### src/rtl/ibex_trace_pkg.sv
// Shared types for the RVFI trace packer: sync byte, serialiser states and
// the per-instruction record held in the trace FIFO.
// Build option: IBEX_TRACE_MEM_EN adds the memory address/mask words.
package ibex_trace_pkg;

    localparam logic [7:0] TRACE_SYNC = 8'hA5;

    typedef enum logic [2:0] {
        HDR   = 3'd0,
        DROP  = 3'd1,
        PC    = 3'd2,
        INSN  = 3'd3,
        WDATA = 3'd4
`ifdef IBEX_TRACE_MEM_EN
        ,
        MADDR = 3'd5,
        MMASK = 3'd6
`endif
    } trace_state_e;

    typedef struct packed {
        logic        trap;
        logic        intr;
        logic        halt;
        logic        ovf;
        logic [1:0]  mode;
        logic [4:0]  rd_addr;
        logic [11:0] order;
        logic [15:0] drop_cnt;
        logic [31:0] pc;
        logic [31:0] insn;
        logic [31:0] wdata;
`ifdef IBEX_TRACE_MEM_EN
        logic [31:0] mem_addr;
        logic [3:0]  rmask;
        logic [3:0]  wmask;
`endif
    } trace_rec_t;

endpackage

### src/rtl/ibex_rvfi_trace_fifo.sv
// Synchronous record FIFO for the trace packer. A push while full is
// ignored (the caller counts it as a drop); the level comes from the
// registered occupancy count.
// Build option: IBEX_TRACE_MEM_EN widens the stored record.
module ibex_rvfi_trace_fifo
    import ibex_trace_pkg::*;
#(
    parameter int unsigned Depth = 8
) (
    input  logic                     clk_i,
    input  logic                     rst_i,
    input  logic                     push_i,
    input  trace_rec_t               wdata_i,
    input  logic                     pop_i,
    output trace_rec_t               rdata_o,
    output logic                     full_o,
    output logic                     empty_o,
    output logic [$clog2(Depth):0]   level_o
);

    localparam int unsigned PtrW = $clog2(Depth);
    localparam logic [PtrW-1:0] PtrOne   = PtrW'(1);
    localparam logic [PtrW:0]   CntOne   = (PtrW+1)'(1);
    localparam logic [PtrW:0]   CntDepth = (PtrW+1)'(Depth);

    trace_rec_t      mem_r [Depth];
    logic [PtrW-1:0] wr_ptr_r;
    logic [PtrW-1:0] rd_ptr_r;
    logic [PtrW:0]   count_r;
    logic            push_en_s;
    logic            pop_en_s;

    assign full_o    = (count_r == CntDepth);
    assign empty_o   = (count_r == '0);
    assign push_en_s = push_i && !full_o;
    assign pop_en_s  = pop_i && !empty_o;
    assign rdata_o   = mem_r[rd_ptr_r];
    assign level_o   = count_r;

    // Record storage; contents need no reset because the count gates reads.
    always_ff @(posedge clk_i) begin
        if (push_en_s) begin
            mem_r[wr_ptr_r] <= wdata_i;
        end
    end

    // Pointer and occupancy bookkeeping; power-of-two depth lets pointers wrap.
    always_ff @(posedge clk_i) begin
        if (rst_i) begin
            wr_ptr_r <= '0;
            rd_ptr_r <= '0;
            count_r  <= '0;
        end else begin
            if (push_en_s) begin
                wr_ptr_r <= wr_ptr_r + PtrOne;
            end
            if (pop_en_s) begin
                rd_ptr_r <= rd_ptr_r + PtrOne;
            end
            case ({push_en_s, pop_en_s})
                2'b10:   count_r <= count_r + CntOne;
                2'b01:   count_r <= count_r - CntOne;
                default: count_r <= count_r;
            endcase
        end
    end

endmodule

### src/rtl/ibex_rvfi_trace_packer.sv
// Captures one record per retired instruction from RVFI and serialises it
// as a stream of 32-bit words (header, optional drop count, PC, instruction,
// rd write data, optional memory address and masks) over valid/ready.
// Build option: IBEX_TRACE_MEM_EN enables the memory address/mask words.
module ibex_rvfi_trace_packer
    import ibex_trace_pkg::*;
#(
    parameter int unsigned Depth = 8
) (
    input  logic                   clk_i,
    input  logic                   rst_i,
    input  logic                   trace_en_i,
    input  logic                   rvfi_valid,
    input  logic [63:0]            rvfi_order,
    input  logic [31:0]            rvfi_insn,
    input  logic                   rvfi_trap,
    input  logic                   rvfi_intr,
    input  logic                   rvfi_halt,
    input  logic [1:0]             rvfi_mode,
    input  logic [4:0]             rvfi_rd_addr,
    input  logic [31:0]            rvfi_rd_wdata,
    input  logic [31:0]            rvfi_pc_rdata,
    input  logic [31:0]            rvfi_mem_addr,
    input  logic [3:0]             rvfi_mem_rmask,
    input  logic [3:0]             rvfi_mem_wmask,
    output logic                   trace_valid_o,
    input  logic                   trace_ready_i,
    output logic [31:0]            trace_data_o,
    output logic                   trace_last_o,
    output logic [$clog2(Depth):0] fifo_level_o
);

    trace_state_e state_r;
    trace_rec_t   rec_in_s;
    trace_rec_t   head_s;
    logic [15:0]  drop_cnt_r;
    logic         push_req_s;
    logic         full_s;
    logic         empty_s;
    logic         accept_s;
    logic         pop_s;
    logic         mem_s;
    logic         last_s;
    logic [31:0]  word_s;
    logic         unused_s;

    assign push_req_s = rvfi_valid && trace_en_i;
    assign accept_s   = trace_valid_o && trace_ready_i;
    assign pop_s      = accept_s && last_s;

`ifdef IBEX_TRACE_MEM_EN
    assign mem_s    = ((head_s.rmask | head_s.wmask) != 4'h0);
    assign unused_s = ^rvfi_order[63:12];
`else
    assign mem_s    = 1'b0;
    assign unused_s = ^{rvfi_order[63:12], rvfi_mem_addr, rvfi_mem_rmask, rvfi_mem_wmask};
`endif

    // Assemble the incoming record, snapshotting the pending drop count.
    always_comb begin
        rec_in_s          = '0;
        rec_in_s.trap     = rvfi_trap;
        rec_in_s.intr     = rvfi_intr;
        rec_in_s.halt     = rvfi_halt;
        rec_in_s.ovf      = (drop_cnt_r != 16'h0);
        rec_in_s.mode     = rvfi_mode;
        rec_in_s.rd_addr  = rvfi_rd_addr;
        rec_in_s.order    = rvfi_order[11:0];
        rec_in_s.drop_cnt = drop_cnt_r;
        rec_in_s.pc       = rvfi_pc_rdata;
        rec_in_s.insn     = rvfi_insn;
        rec_in_s.wdata    = rvfi_rd_wdata;
`ifdef IBEX_TRACE_MEM_EN
        rec_in_s.mem_addr = rvfi_mem_addr;
        rec_in_s.rmask    = rvfi_mem_rmask;
        rec_in_s.wmask    = rvfi_mem_wmask;
`endif
    end

    ibex_rvfi_trace_fifo #(
        .Depth (Depth)
    ) u_fifo (
        .clk_i   (clk_i),
        .rst_i   (rst_i),
        .push_i  (push_req_s),
        .wdata_i (rec_in_s),
        .pop_i   (pop_s),
        .rdata_o (head_s),
        .full_o  (full_s),
        .empty_o (empty_s),
        .level_o (fifo_level_o)
    );

    // Drop counter: saturating count of records lost to a full FIFO, cleared
    // once a written record has carried it out.
    always_ff @(posedge clk_i) begin
        if (rst_i) begin
            drop_cnt_r <= 16'h0;
        end else if (push_req_s && full_s) begin
            if (drop_cnt_r != 16'hFFFF) begin
                drop_cnt_r <= drop_cnt_r + 16'h1;
            end
        end else if (push_req_s) begin
            drop_cnt_r <= 16'h0;
        end
    end

    // Serialiser FSM: walks the words of the head record, one per handshake.
    always_ff @(posedge clk_i) begin
        if (rst_i) begin
            state_r <= HDR;
        end else if (accept_s) begin
            case (state_r)
                HDR:     state_r <= head_s.ovf ? DROP : PC;
                DROP:    state_r <= PC;
                PC:      state_r <= INSN;
                INSN:    state_r <= WDATA;
`ifdef IBEX_TRACE_MEM_EN
                WDATA:   state_r <= mem_s ? MADDR : HDR;
                MADDR:   state_r <= MMASK;
                MMASK:   state_r <= HDR;
`else
                WDATA:   state_r <= HDR;
`endif
                default: state_r <= HDR;
            endcase
        end
    end

    // Word mux: select the field of the head record for the current state.
    always_comb begin
        word_s = 32'h0;
        last_s = 1'b0;
        case (state_r)
            HDR: begin
                word_s = {TRACE_SYNC, head_s.trap, head_s.intr, head_s.halt, mem_s,
                          head_s.ovf, head_s.mode, head_s.rd_addr, head_s.order};
            end
            DROP:  word_s = {16'h0, head_s.drop_cnt};
            PC:    word_s = head_s.pc;
            INSN:  word_s = head_s.insn;
            WDATA: begin
                word_s = head_s.wdata;
                last_s = !mem_s;
            end
`ifdef IBEX_TRACE_MEM_EN
            MADDR: word_s = head_s.mem_addr;
            MMASK: begin
                word_s = {head_s.rmask, head_s.wmask, 24'h0};
                last_s = 1'b1;
            end
`endif
            default: begin
                word_s = 32'h0;
                last_s = 1'b0;
            end
        endcase
    end

    assign trace_valid_o = !empty_s;
    assign trace_data_o  = trace_valid_o ? word_s : 32'h0;
    assign trace_last_o  = trace_valid_o && last_s;

endmodule

### config.mk
export PLATFORM = sky130hd
export DESIGN_NAME = ibex_rvfi_trace_packer
export DESIGN_NICKNAME = d
export VERILOG_FILES = /design/src/rtl/ibex_trace_pkg.sv /design/src/rtl/ibex_rvfi_trace_fifo.sv /design/src/rtl/ibex_rvfi_trace_packer.sv
export SDC_FILE = /design/constraint.sdc
export NUM_CORES = 1
export LEC_CHECK = 0
export BUFFER_PORTS_ARGS = -buffer_cell sky130_fd_sc_hd__buf_4
export CORE_MARGIN = 1
export CORE_UTILIZATION = 45
export CTS_CLUSTER_DIAMETER = 200
export CTS_CLUSTER_SIZE = 40
export DETAILED_ROUTE_END_ITERATION = 10
export HOLD_SLACK_MARGIN = 0.08
export PLACE_DENSITY = 0.63
export SLEW_MARGIN = 30
export SYNTH_ARGS = -nofsm -noshare
export SYNTH_HDL_FRONTEND = slang
export SYNTH_SLANG_ARGS = --single-unit
### constraint.sdc
create_clock -name clk_i -period 12.8 [get_ports clk_i]
set_input_delay 2.56 -clock clk_i [delete_from_list [all_inputs] [get_ports clk_i]]
set_output_delay 2.56 -clock clk_i [all_outputs]
set_load 0.02 [all_outputs]
### Word-level counts from Yosys, hierarchy flattened

Memories as Yosys holds them, arrays and structs flattened. A register that Yosys moved wholly into a read port is not among the register bits.
Index checks and enable logic that the tools add are counted.
Widths: inputs -> output; s select.

| operators by class | value |
|---|---|
| $add $sub $neg | 5 |
| multiplexer cells | 13 |
| reductions and logical operators | 15 |
| equal/unequal tests | 9 |

Operators with widths:

| cell | number |
|---|---|
| $pmux 32 s5 | 1 |
| $mux 16 | 3 |
| $mux 32 | 1 |
| $add 16x1->16 const B | 1 |
| $ne 16x16->1 const B | 1 |
| $reduce_bool 16->1 | 1 |
| $pmux 3 s4 | 1 |
| $pmux 4 s2 | 1 |
| $logic_and 1x1->1 | 7 |
| $add 3x1->3 const B | 2 |
| $eq 3x2->1 const B | 2 |
| $mux 3 | 2 |
| $add 4x1->4 const B | 1 |
| $eq 4x4->1 const B | 1 |
| $logic_not 4->1 | 1 |
| $reduce_bool 2->1 | 2 |
| $sub 4x1->4 const B | 1 |
| $eq 3x1->1 const B | 1 |
| $eq 3x3->1 const B | 1 |
| $logic_not 3->1 | 1 |
| $mux 1 | 3 |
| $eq 2x1->1 const B | 1 |
| $eq 2x2->1 const B | 1 |
| $logic_not 1->1 | 2 |
| other kinds (3) | 3 |

| word-level totals | value |
|---|---|
| register bits after elaboration | 29 |
| memories | 1 |
| word-level logic and storage cells | 48 |
| output and inout bits | 38 |
| memory bits (writable) | 1080 |

Memories:

| name | words | bits a word | read ports | clocked after Yosys merged registers in | write ports | line | source |
|---|---|---|---|---|---|---|---|
| u_fifo.mem_r | 8 | 135 | 1 | 1 | 1 | ibex_rvfi_trace_fifo.sv:26 | `trace_rec_t mem_r [Depth];` |

### Depth between registers and ports, before layout

Gate-level depths: netlist of the first run.

| logic depth | value |
|---|---|
| depth after elaboration | 7 |
| gate-level depth with buffers | 11 |
| depth with buffers taken out | 10 |

### By module

Synthesis of the first run repeated with hierarchy kept, for this count alone.

| unflattened totals | value |
|---|---|
| cells, all modules | 1944 |
| area total of the unflattened synthesis | 43206.4 um^2 |

By module, submodules not included:

| module | area an instance (um^2) | sequential area each (um^2) | cells an instance | times used |
|---|---|---|---|---|
| ibex_rvfi_trace_fifo | 41160.7 | 32691.4 | 1634 | 1 |
| ibex_rvfi_trace_packer | 2045.7 | 380.4 | 310 | 1 |

### Least setup slack after synthesis of the first run

No wires, ideal clock.

| timing | value |
|---|---|
| path kind | in2reg |
| start | input rvfi_valid |
| end | memory u_fifo.mem_r[0][0] in the netlist's numbering (enable) |
| path slack | -187 ps |
| arrival | 12192 ps |
| library setup time | 795 ps |
| stages | 3 |
| required time | 12005 ps |
| cells stage by stage | nand2_1 -> or3_1 -> nor3_1 |

| on the way | value |
|---|---|
| cells in the longest elaborated chain, start to end | 4 |

Ends and longest elaborated chain:

| element | line | source |
|---|---|---|
| start: declaration | ibex_rvfi_trace_packer.sv:13 | `input logic rvfi_valid,` |
| $logic_and 1x1->1 | ibex_rvfi_trace_packer.sv:47 | `assign push_req_s = rvfi_valid && trace_en_i;` |
| $logic_and 1x1->1 | ibex_rvfi_trace_fifo.sv:35 | `assign push_en_s = push_i && !full_o;` |
| $mux 1 | ibex_rvfi_trace_fifo.sv:42 | `if (push_en_s) begin` |
| $mux 1 (not written as such) | ibex_rvfi_trace_fifo.sv:43 | `mem_r[wr_ptr_r] <= wdata_i;` |
| end: declaration | ibex_rvfi_trace_fifo.sv:26 |  |

No other way between the ends.

==> flow_metrics.tcl, run 1 <==
set metrics [dict create \
    use_met2_pct 31.4 \
    p_per_area_nw_per_um2 123 \
    clk-insertion-delay-late_ns 0.68 \
    drive_gt1_share_pct 24.3 \
    status "completed" \
    dieWidth_um 311 \
    post_cts_resized 0 \
    viasPerCell 5.82 \
    maxSlewViolCount 0 \
    mostFrequentLayoutCells "1080 x edfxtp_1, 251 x mux4_2, 199 x buf_4" \
    grt_pass1_vias 20100 \
    antennaDiodeCount 0 \
    r2r_slack_ns 9.05 \
    avgSynthCellArea_um2 21.5 \
    dpl.hpwl_um 52700 \
    hold_violations 0 \
    layout_setup_ws_ns 5.71 \
    portBuffers 160 \
    drt_pass1_iterations 5 \
    postSynthCellCount 1996 \
    syn_nets 2218 \
    peakVddDrop_mv 0.117 \
    worstHoldPathCells 2 \
    core-area_um2 93900 \
    p_leak_uw 0.0138 \
    grt_antenna_before_repair 8 \
    maxSlewHeadroom_pct 30.8 \
    hold_buffers 0 \
    yosysWarnings 0 \
    ys_seq_elements 1112 \
    endpoint_kind "output pin" \
    power_uw 5700 \
    synth_ff_type "edfxtp_1" \
    worstPathRequired_ns 10.24 \
    syn_to_final_growth_pct 8.30 \
    setup.worst_path.start_class "flop" \
    htree_levels 1 \
    mostFrequentLayoutCell "edfxtp_1" \
    final_core_util_pct 49.5 \
    cts_made_buffers 31 \
    post-place-ws_ns 6.26 \
    io-pin-count 253 \
    final_nets 2347 \
    routedWlPerCell_um 26.9 \
    use_met3_pct 2.90 \
    finalCritPeriodShare_pct 55.4 \
    setup-tns-final_ns 0 \
    fin_worst_skew_ns 0.0161 \
    grt_max_degree 141 \
    cts_tree "yes" \
    async_flop_share_pct 0 \
    netlist_area_um2 42900 \
    wirelength_um 91500 \
    overflow 0 \
    grtUsageMet1_pct 26.4 \
    cts_sinks 1112 \
    drt-initial-drc-count 1902 \
    critPathKind "flop to output pin" \
    busiest_layer "met2" \
    die_y_um 311 \
    clock_path_buffers 3 \
    cap_violations 0 \
    ant_nets 0 \
    synthDistinctLibCells 53 \
    track_usage_pct 18.7 \
    cp.arrival_ns 4.53 \
    row_count 112 \
    worst_slew_pin_slew_ns 1.04 \
    reg2reg_depth 6 \
    drcViolationCount 0 \
    grt_pass1_wl_um 135000 \
    path_max_fanout 36 \
    num_vias 19800 \
    die_area_um2 96500 \
    fmax_ghz 0.141 \
    cts_setup_buffers 0 \
    initial_core_util_pct 45.7 \
    period_needed_ns 7.09 \
    hold_class "flop to flop" \
    gp_congestion 0.776 \
    synth_seq_area_share_pct 77.1 \
    synth_edf_count 1080 \
    root_buffer "clkbuf_16" \
    rsz0062_at_grt "false" \
    setup-violations-final 0 \
    cts.clk_slew.worst_paths_ns 0.14 \
]
[critical path, cell delays in order, from the launching register on]
cell and delay, ns:
dfxtp_4 0.72, buf_4 0.59, buf_4 0.69, mux4_2 0.59, a221oi_1 0.34, a21oi_1 0.20, nor4_1 0.31, nor2_1 0.12
buf_4 0.19
[cell usage after synthesis (all sizes together) (16+ instances only)]
library cell / instances / area (µm²)
a22oi: 16 / 120
o22ai: 29 / 181
a221oi: 21 / 184
buf: 84 / 543
nand2: 24 / 90.1
nor2b: 26 / 163
dfxtp: 32 / 641
mux2i: 88 / 881
clkbuf: 26 / 97.6
a211oi: 28 / 210
nor4: 25 / 156
edfxtp: 1080 / 32400
a21oi: 45 / 225
o21ai: 17 / 85.1
nor2: 89 / 334
mux4: 251 / 5650
[power breakdown]
part | switching (µW) | internal (µW)
sequential | 8.92 | 4010
clock | 1000 | 472
combinational | 129 | 72.8
[logic make-up (layout without fill, tap and decap cells)]
| family | after synthesis | count (layout) | share of synthesized area [%] |
|---|---|---|---|
| XOR/XNOR | 10 | 10 | 0.204 |
| flip-flops | 1112 | 1112 | 77.1 |
| adder cells (fa/ha/maj) | 7 | 7 | 0.204 |
| AND/OR/NAND/NOR | 226 | 226 | 2.71 |
| multiplexers | 347 | 347 | 15.4 |
| AO/OA/AOI/OAI | 179 | 179 | 2.77 |
| buffers and inverters | 115 | 269 | 1.54 |
[layer usage]
metal,up-vias,share of wire [%]
met5,-,0.11
met4,16,1.6
met3,83,5.7
met2,547,50
met1,10600,42
li1,8560,-
[state kept, by name, summed over array words and instances, names as in the netlist, named ones only]
register,cells
u_fifo.wr_ptr_r,3
drop_cnt_r,16
state_r,3
u_fifo.level_o,4
u_fifo.rd_ptr_r,3
u_fifo.mem_r,1080
[metrics by stage]
step	hold WS, ns	instances	cell area [µm²]
after floorplan	0.463	1996	42900
after global placement	0.473	3343	45400
after detailed placement	0.489	3345	45500
after CTS	0.513	3403	46400
after global routing	0.538	3404	46400
final	0.515	3404	46400
[path summary, 6_finish.rpt]
path	from	end
setup reg to reg	u_fifo.level_o[1]$_SDFFE_PP0P_	u_fifo.mem_r[7][82]$_DFFE_PP_
hold / removal	u_fifo.rd_ptr_r[1]$_SDFFE_PP0P_	flop
setup / recovery	flop	trace_data_o[0]
hold reg to reg	u_fifo.rd_ptr_r[1]$_SDFFE_PP0P_	flop
[layout make-up]
type,count,area (µm²)
clock buffers,56,870
repair buffers,206,1630
flip-flops and latches,1112,33100
clock inverters,2,17.5
fillers,7558,47500
multi-input cells,769,9250
inverters,5,18.8
well taps,1254,1570
Power figures use the tool's default switching activity.
==> run 2: changes to the inputs <==
PLACE_DENSITY = 0.61   (was 0.63)
clock period = 7.4 ns   (was 12.8 ns; I/O delays follow)
==> run 2 against run 1 <==
  * Register-to-register slack lost 4.9 ns
  * Power grew 73%
  * Cell area grew 0.31%
  * Highest routed layer unchanged
==> flow_metrics.tcl, run 2 (same netlist as run 1, synthesis figures left out) <==
set metrics [dict create \
    row_count 112 \
    hold_path.startpoint "u_fifo.wr_ptr_r[0]$_SDFFE_PP0P_" \
    cts.clk_slew.worst_paths_ns 0.14 \
    mostFrequentLayoutCell "edfxtp_1" \
    setup-violations-final 0 \
    hold_violations 0 \
    critPathKind "flop to output pin" \
    final_nets 2343 \
    holdWs_ns 0.524 \
    drt_pass1_iterations 5 \
    dieWidth_um 311 \
    comb_power_share_pct 3.6 \
    maxSlewViolCount 0 \
    cts_sinks 1112 \
    ant_nets 0 \
    swShare_pct 19.8 \
    fin_worst_skew_ns 0.0224 \
    regToRegStartpoint "state_r[2]$_SDFFE_PP0P_" \
    grt_antenna_before_repair 8 \
    track_usage_pct 18.9 \
    grt_pass1_vias 20300 \
    largest_register_ffs 1080 \
    final_area_um2 46600 \
    clock_path_buffers 3 \
    viasPerCell 5.79 \
    cts_setup_buffers 0 \
    portBuffers 160 \
    dpl.hpwl_um 51700 \
    hold_class "flop to flop" \
    initial_core_util_pct 45.7 \
    worstPathRequired_ns 5.92 \
    die_y_um 311 \
    cap_violations 0 \
    grt_max_degree 117 \
    htree_levels 1 \
    root_buffer "clkbuf_16" \
    path_max_fanout 116 \
    final_core_util_pct 49.6 \
    clk-insertion-delay-late_ns 0.69 \
    p_switching_uw 1950 \
    largest_register "u_fifo.mem_r" \
    clock_power_share_pct 25.7 \
    p_leak_uw 0.0138 \
    finalCritPeriodShare_pct 73.3 \
    period_needed_ns 5.43 \
    fmax_ghz 0.184 \
    final_cells 3401 \
    dp.cells 3342 \
    power_frac_seq_pct 70.7 \
    status "completed" \
    peakVddDrop_mv 0.190 \
    routedWlPerCell_um 27.3 \
    gp_congestion 0.740 \
    num_vias 19700 \
    mostFrequentLayoutCells "1080 x edfxtp_1, 251 x mux4_2, 182 x buf_4" \
    maxSlewHeadroom_pct 35.8 \
    cts_made_buffers 31 \
    drcViolationCount 0 \
    endpoint_kind "output pin" \
    setup.worst_path.start_class "flop" \
    worst_slew_pin_slew_ns 0.964 \
    cp.arrival_ns 3.95 \
    placed_area_um2 45700 \
    hold_buffers 0 \
    rsz0062_at_grt "false" \
    io-pin-count 253 \
    die_area_um2 96500 \
    p_per_area_nw_per_um2 211 \
    syn_to_final_growth_pct 8.64 \
    drive_gt1_share_pct 24.1 \
    core-area_um2 93900 \
    overflow 0 \
    setup-tns-final_ns 0 \
    wirelength_um 92700 \
    post_cts_resized 0 \
    p_int_uw 7880 \
    cts_tree "yes" \
    drt-initial-drc-count 1846 \
    grt_pass1_wl_um 136000 \
]
-- run 2: worst paths after layout --
kind | to | slack (ns) | depth (start not counted)
max | trace_data_o[13] | 1.97 | 6
min | u_fifo.wr_ptr_r[0]$_SDFFE_PP0P_ | 0.52 | 2
max reg2reg | u_fifo.level_o[2]$_SDFFE_PP0P_ | 4.13 | 9
min reg2reg | u_fifo.wr_ptr_r[0]$_SDFFE_PP0P_ | 0.52 | 2
-- run 2: per-layer routing --
layer,global-route usage (%),part of all wire [%]
met1,26.1,42
met3,3.04,5.0
met4,3.30,1.6
met2,32.1,51
met5,0,0.12
-- run 2: layout make-up --
| type | count | area (µm²) |
|---|---|---|
| fill | 7573 | 47300 |
| sequential | 1112 | 33100 |
| multi-input combinational | 769 | 9250 |
| timing repair buffer | 202 | 1770 |
| tap | 1254 | 1570 |
| clock buffer | 56 | 870 |
| inverter | 5 | 18.8 |
| clock inverter | 2 | 17.5 |
| antenna | 1 | 2.50 |
-- run 2: power by group through the flow --
| stage | Clock, µW | Sequential [µW] | Combinational (µW) |
|---|---|---|---|
| final | 2530 | 6960 | 352 |
| after global routing | 2770 | 6960 | 379 |
| after CTS | 2600 | 6960 | 357 |
| after detailed placement | 0 | 7100 | 356 |
| after global placement | 0 | 7100 | 342 |
| after floorplan | 0 | 7110 | 141 |
-- run 2: stage by stage --
step,worst slack (ns),total power [µW]
global placement,2.70,7440
finish,1.97,9840
global route,1.82,10100
detailed placement,2.72,7460
CTS,1.95,9920
floorplan,-0.858,7250
-- run 2: worst max-delay path, stage by stage (launching register included) --
cell,delay (ns)
dfxtp_4,0.83
buf_12,0.56
mux4_2,0.59
mux2_2,0.27
a21oi_1,0.32
a21oi_1,0.23
buf_4,0.21
